## src/rtl/clk_gate_ctrl.sv

```systemverilog
// CE sequencer for a DHCEN clock-gate primitive: wakes, drains and stops a gated domain safely.
// Optional auto-sleep on prolonged idle is enabled by defining CLK_GATE_AUTO_SLEEP_EN.
module clk_gate_ctrl #(
  parameter int unsigned WAKE_CYCLES  = 4,
  parameter int unsigned DRAIN_CYCLES = 8,
  parameter int unsigned STOP_CYCLES  = 4,
  parameter int unsigned IDLE_TIMEOUT = 1024
) (
  input  logic clk,
  input  logic reset,
  input  logic run_req,
  input  logic domain_idle,
  input  logic wake_evt,
  output logic dhcen_ce,
  output logic clk_active,
  output logic busy
);

  localparam int unsigned CNT_W  = 8;
  localparam int unsigned IDLE_W = 16;

  localparam logic [CNT_W-1:0] WAKE_LOAD  = CNT_W'(WAKE_CYCLES - 1);
  localparam logic [CNT_W-1:0] DRAIN_LOAD = CNT_W'(DRAIN_CYCLES - 1);
  localparam logic [CNT_W-1:0] STOP_LOAD  = CNT_W'(STOP_CYCLES - 1);

  typedef enum logic [2:0] {
    S_OFF,
    S_WAKE,
    S_ON,
    S_DRAIN,
    S_STOP
`ifdef CLK_GATE_AUTO_SLEEP_EN
    , S_SLEEP
`endif
  } state_t;

  state_t           r_state;
  state_t           w_state_nxt;
  logic [CNT_W-1:0] r_cnt;
  logic [CNT_W-1:0] w_cnt_nxt;
  logic             w_cnt_zero;
  logic             w_drain_abort;
  logic             r_ce;
  logic             r_active;
  logic             r_busy;
  logic             w_ce_nxt;
  logic             w_active_nxt;
  logic             w_busy_nxt;

`ifdef CLK_GATE_AUTO_SLEEP_EN
  localparam logic [IDLE_W-1:0] IDLE_LIMIT = IDLE_W'(IDLE_TIMEOUT);

  logic [IDLE_W-1:0] r_idle_cnt;
  logic [IDLE_W-1:0] w_idle_nxt;
  logic [IDLE_W-1:0] w_idle_inc;
  logic              r_sleep_pend;
  logic              w_pend_nxt;

  assign w_idle_inc    = r_idle_cnt + IDLE_W'(1);
  // An auto-sleep drain is not cancelled by run_req, which is still high by definition.
  assign w_drain_abort = run_req && !r_sleep_pend;
`else
  logic              w_unused_wake;
  logic [IDLE_W-1:0] w_unused_idle_timeout;

  assign w_unused_wake         = wake_evt;
  assign w_unused_idle_timeout = IDLE_W'(IDLE_TIMEOUT);
  assign w_drain_abort         = run_req;
`endif

  assign w_cnt_zero = (r_cnt == '0);

  // Next-state, shared counter and next-output decode.
  always_comb begin
    w_state_nxt = r_state;
    w_cnt_nxt   = r_cnt;
`ifdef CLK_GATE_AUTO_SLEEP_EN
    w_idle_nxt  = '0;
    w_pend_nxt  = r_sleep_pend;
`endif

    case (r_state)
      S_OFF: begin
        if (run_req) begin
          w_state_nxt = S_WAKE;
          w_cnt_nxt   = WAKE_LOAD;
        end
      end
      S_WAKE: begin
        if (w_cnt_zero) w_state_nxt = S_ON;
        else            w_cnt_nxt   = r_cnt - CNT_W'(1);
      end
      S_ON: begin
        if (!run_req) begin
          w_state_nxt = S_DRAIN;
          w_cnt_nxt   = DRAIN_LOAD;
`ifdef CLK_GATE_AUTO_SLEEP_EN
          w_pend_nxt  = 1'b0;
        end else if (domain_idle) begin
          if (w_idle_inc == IDLE_LIMIT) begin
            w_state_nxt = S_DRAIN;
            w_cnt_nxt   = DRAIN_LOAD;
            w_pend_nxt  = 1'b1;
          end else begin
            w_idle_nxt  = w_idle_inc;
          end
`endif
        end
      end
      S_DRAIN: begin
`ifdef CLK_GATE_AUTO_SLEEP_EN
        if (!run_req) w_pend_nxt = 1'b0;
`endif
        if (w_drain_abort) begin
          w_state_nxt = S_ON;
        end else if (!domain_idle) begin
          w_cnt_nxt   = DRAIN_LOAD;
        end else if (w_cnt_zero) begin
          w_state_nxt = S_STOP;
          w_cnt_nxt   = STOP_LOAD;
        end else begin
          w_cnt_nxt   = r_cnt - CNT_W'(1);
        end
      end
      S_STOP: begin
        if (w_cnt_zero) begin
`ifdef CLK_GATE_AUTO_SLEEP_EN
          w_state_nxt = r_sleep_pend ? S_SLEEP : S_OFF;
          w_pend_nxt  = 1'b0;
`else
          w_state_nxt = S_OFF;
`endif
        end else begin
          w_cnt_nxt   = r_cnt - CNT_W'(1);
        end
      end
`ifdef CLK_GATE_AUTO_SLEEP_EN
      S_SLEEP: begin
        if (!run_req) begin
          w_state_nxt = S_OFF;
        end else if (wake_evt) begin
          w_state_nxt = S_WAKE;
          w_cnt_nxt   = WAKE_LOAD;
        end
      end
`endif
      default: begin
        w_state_nxt = S_OFF;
        w_cnt_nxt   = '0;
      end
    endcase

    // Outputs follow the state being entered so they register together with it.
    w_ce_nxt     = 1'b1;
    w_active_nxt = 1'b0;
    w_busy_nxt   = 1'b0;
    case (w_state_nxt)
      S_WAKE:  begin w_ce_nxt = 1'b0; w_busy_nxt = 1'b1; end
      S_ON:    begin w_ce_nxt = 1'b0; w_active_nxt = 1'b1; end
      S_DRAIN: begin w_ce_nxt = 1'b0; w_busy_nxt = 1'b1; end
      S_STOP:  begin w_busy_nxt = 1'b1; end
      default: begin end
    endcase
  end

  // State, counter and output registers.
  always_ff @(posedge clk or posedge reset) begin
    if (reset) begin
      r_state  <= S_OFF;
      r_cnt    <= '0;
      r_ce     <= 1'b1;
      r_active <= 1'b0;
      r_busy   <= 1'b0;
    end else begin
      r_state  <= w_state_nxt;
      r_cnt    <= w_cnt_nxt;
      r_ce     <= w_ce_nxt;
      r_active <= w_active_nxt;
      r_busy   <= w_busy_nxt;
    end
  end

`ifdef CLK_GATE_AUTO_SLEEP_EN
  always_ff @(posedge clk or posedge reset) begin
    if (reset) begin
      r_idle_cnt   <= '0;
      r_sleep_pend <= 1'b0;
    end else begin
      r_idle_cnt   <= w_idle_nxt;
      r_sleep_pend <= w_pend_nxt;
    end
  end
`endif

  assign dhcen_ce   = r_ce;
  assign clk_active = r_active;
  assign busy       = r_busy;

endmodule

```

## config.mk

```make
export PLATFORM = sky130hd
export DESIGN_NAME = clk_gate_ctrl
export DESIGN_NICKNAME = d
export VERILOG_FILES = /design/src/rtl/clk_gate_ctrl.sv
export SDC_FILE = /design/constraint.sdc
export NUM_CORES = 1
export LEC_CHECK = 0
export BUFFER_PORTS_ARGS = -buffer_cell sky130_fd_sc_hd__buf_4
export CORE_MARGIN = 2
export CORE_UTILIZATION = 25
export CTS_BUF_LIST = sky130_fd_sc_hd__clkbuf_8
export CTS_CLUSTER_SIZE = 25
export DETAILED_ROUTE_END_ITERATION = 16
export HOLD_SLACK_MARGIN = 0.02
export PLACE_DENSITY = 0.45
export SLEW_MARGIN = 25
export SYNTH_ARGS = -nofsm -noshare
export SYNTH_HDL_FRONTEND = slang
export SYNTH_SLANG_ARGS = --single-unit
```

## constraint.sdc

```tcl
create_clock -name clk -period 2.29 [get_ports clk]
set_input_delay 0.1145 -clock clk [delete_from_list [all_inputs] [get_ports clk]]
set_output_delay 0.1145 -clock clk [all_outputs]
set_load 0.05 [all_outputs]
```

==> impl_results.md <==
- Clock Latency Late Sink: ~250 ps
- Leak pwr: about 0.49 nW
- Final Util: 0.323
- Register Area: roughly 350 sq um
- Synthesized netlist cell count: between 100 and 150
- Total track usage: 0.124
- Final setup viols: 0
- Dpl cell area: 1140 sq um
- Setup CP Type: reg -> reg
- Worst path required time: 2420 ps
- PortBufs: 6
- Die Ht: 67.1 microns
- Starting Density: 0.266
- Clock transition at the registers of the reported paths: 60 ps
- Yosys reg bits: 14
- Die extent in x: 67.1 microns
- Setup repair after global routing missed its margin: no
- Post-CTS sizing: 0
- CTS Hold Bufs: 1
- Grt total ovfl: 0
- DP HPWL: approximately 1.8 mm
- Fmax: between 500 and 600 MHz
- Post-synth design cell area: about 1000 sq um
- Final Hold Violating Endpoints: 0
- Clock buffer depth: 2
- CP Capture Type: register
- Root buffer cell: clkbuf_8
- Final WL: 2.51 mm
- Initial DRT Pass Iterations: 4
- Commonest non-fill, non-tap cell in the layout: buf_4
- Antenna violations before repair: 0
- Status: finished clean
- Rows: 22
- Fin crit period: between 1500 and 2000 ps
- Final Worst Setup Slack: slightly above 300 ps
- Vias: slightly above 900
- DR WL/cell: approximately 14 microns
- Ys async rst share: 1.00
- Layout filler cell count: ~400
- Footprint of the multi-input gates: slightly below 600 sq um
- Syn Nets: 122
- EDFF count, synth: 0
- Max Cap Viol: 0
- HP Class: in -> reg
- Slew HR: 0.608
- Via-to-Cell Ratio: 5.19
- Net count reported at finish: between 100 and 150
- Worst vdd ir: about 0.37 mV
- Synth Flop Type: dfrtp_1
- Power per cell area: 1290 nW/um^2
- Area delta synth->final: 21.5%
- Setup Buffers After CTS: 0
- Yosys warning total: 0
- Core area: 3740 sq um
- Final GP Congestion: roughly 0.76
- Worst setup SP type: register
- Detailed router's first-iteration violation count: 38
- Layout Skew: approximately 2.1 ps
- Largest net degree at the start of global routing: 20
- Htree depth: 1
- Final Cycle Share: 0.867
- Vias in the first global route: just over 800
- Most frequent cells in the layout: buf_4 (15), dfrtp_1 (13), nor2_1 (11), o21ai_0 (8), a21oi_1 (8)
- First-pass GRT wire length: 4.07 mm
- Hold slack: around 75 ps
- Drc violations: 0
- Clk sinks: 14
- Synthesized area per cell: between 8 and 9 sq um
- Peak fanout along the critical path: 4
- Sequential-to-total area share from yosys stat: 0.353
- Design area: between 1000 and 1500 sq um
- Share of cells above drive strength 1: 0.200
- Clock buffer count from CTS: 3
- TritonCTS clock tree: yes
- Worst slack, placed: a little over 300 ps
- Fin. max-slew vios: 0
- I/O Pins: 8
- Setup TNS: 0 ps
- Post-DRT Antenna Nets: 0
- Synth unique cells: 44
- N_diodes: 0
- Die Area: 4500 sq um
- Worst Path Arrival: between 2000 and 2500 ps
- Slew at the pin closest to its max-slew limit: roughly 580 ps
[power breakdown]
group / switching [W] / leakage (nW) / internal, W
combinational: 0.000518 / 0.295 / 0.000348
clock: 0.0000991 / 0.0288 / 0.000152
sequential: 0.000102 / 0.171 / 0.000343
total: 0.000720 / 0.494 / 0.000843
[critical path: stages, from the launching register on]
cell,delay (ps)
dfrtp_1,370
inv_1,110
ha_1,170
or4b_4,500
nor4_4,250
or2_4,180
mux2_4,290
[cell type report]
| cell class | instances | area share |
|---|---|---|
| clock buffer | 4 | 0.0455 |
| inverter | 6 | 0.0186 |
| multi-input combinational | 90 | 0.494 |
| sequential | 14 | 0.291 |
| tap | 48 | 0.0497 |
| timing repair buffer | 16 | 0.101 |
[state kept, by name (all words and copies together), names as in the netlist]
signal      flops
clk_active      1
r_state         3
dhcen_ce        1
busy            1
r_cnt           8
[metrics by stage]
step / cells / total power, W
after floorplan: 116 / 0.00107
after global placement: 173 / 0.00131
after detailed placement: 173 / 0.00131
after CTS: 178 / 0.00157
after global routing: 178 / 0.00169
final: 178 / 0.00156
[per-layer routing]
layer	up-vias	part of all wire	track usage
li1	472	-	-
met1	429	0.49	0.171
met2	19	0.46	0.192
met3	4	0.037	0.0253
met4	0	0.0092	0.0383
met5	-	0	0
[path summary, 6_finish.rpt]
path | start | endpoint | cells after the start | slack [ps]
max | r_cnt[0] | r_cnt[1] | 6 | 310
min | run_req | dhcen_ce | 2 | 70
max reg2reg | r_cnt[0] | r_cnt[1] | 6 | 310
min reg2reg | r_cnt[6] | r_cnt[6] | 2 | 580
max in group asynchronous | reset | dhcen_ce | 3 | 1450
min in group asynchronous | reset | r_cnt[3] | 3 | 470
[cells in the mapped netlist (all sizes together) (2+ instances only)]
cell / count / area, sq um
or4b: 3 / 33.8
nand2b: 3 / 18.8
nor2b: 3 / 18.8
nor3: 6 / 30.0
o41ai: 3 / 26.3
nand3: 4 / 20.0
or3: 2 / 12.5
o32ai: 2 / 17.5
a211oi: 2 / 15.0
o22ai: 2 / 12.5
inv: 6 / 22.5
o211ai: 2 / 15.0
nor2: 11 / 41.3
dfrtp: 13 / 325
clkbuf: 5 / 18.8
xnor2: 2 / 17.5
nand2: 6 / 22.5
a21oi: 9 / 48.8
a311oi: 2 / 17.5
o21ai: 8 / 40.0
[cell families after synthesis]
family,Yosys count,synth area share
buffers and inverters,12,0.0465
AO/OA/AOI/OAI,39,0.270
XOR/XNOR,2,0.0176
adder cells (fa/ha/maj),1,0.0126
multiplexers,2,0.0252
flip-flops,14,0.353
AND/OR/NAND/NOR,46,0.274
Note: power is estimated with default switching activity, not from simulation.
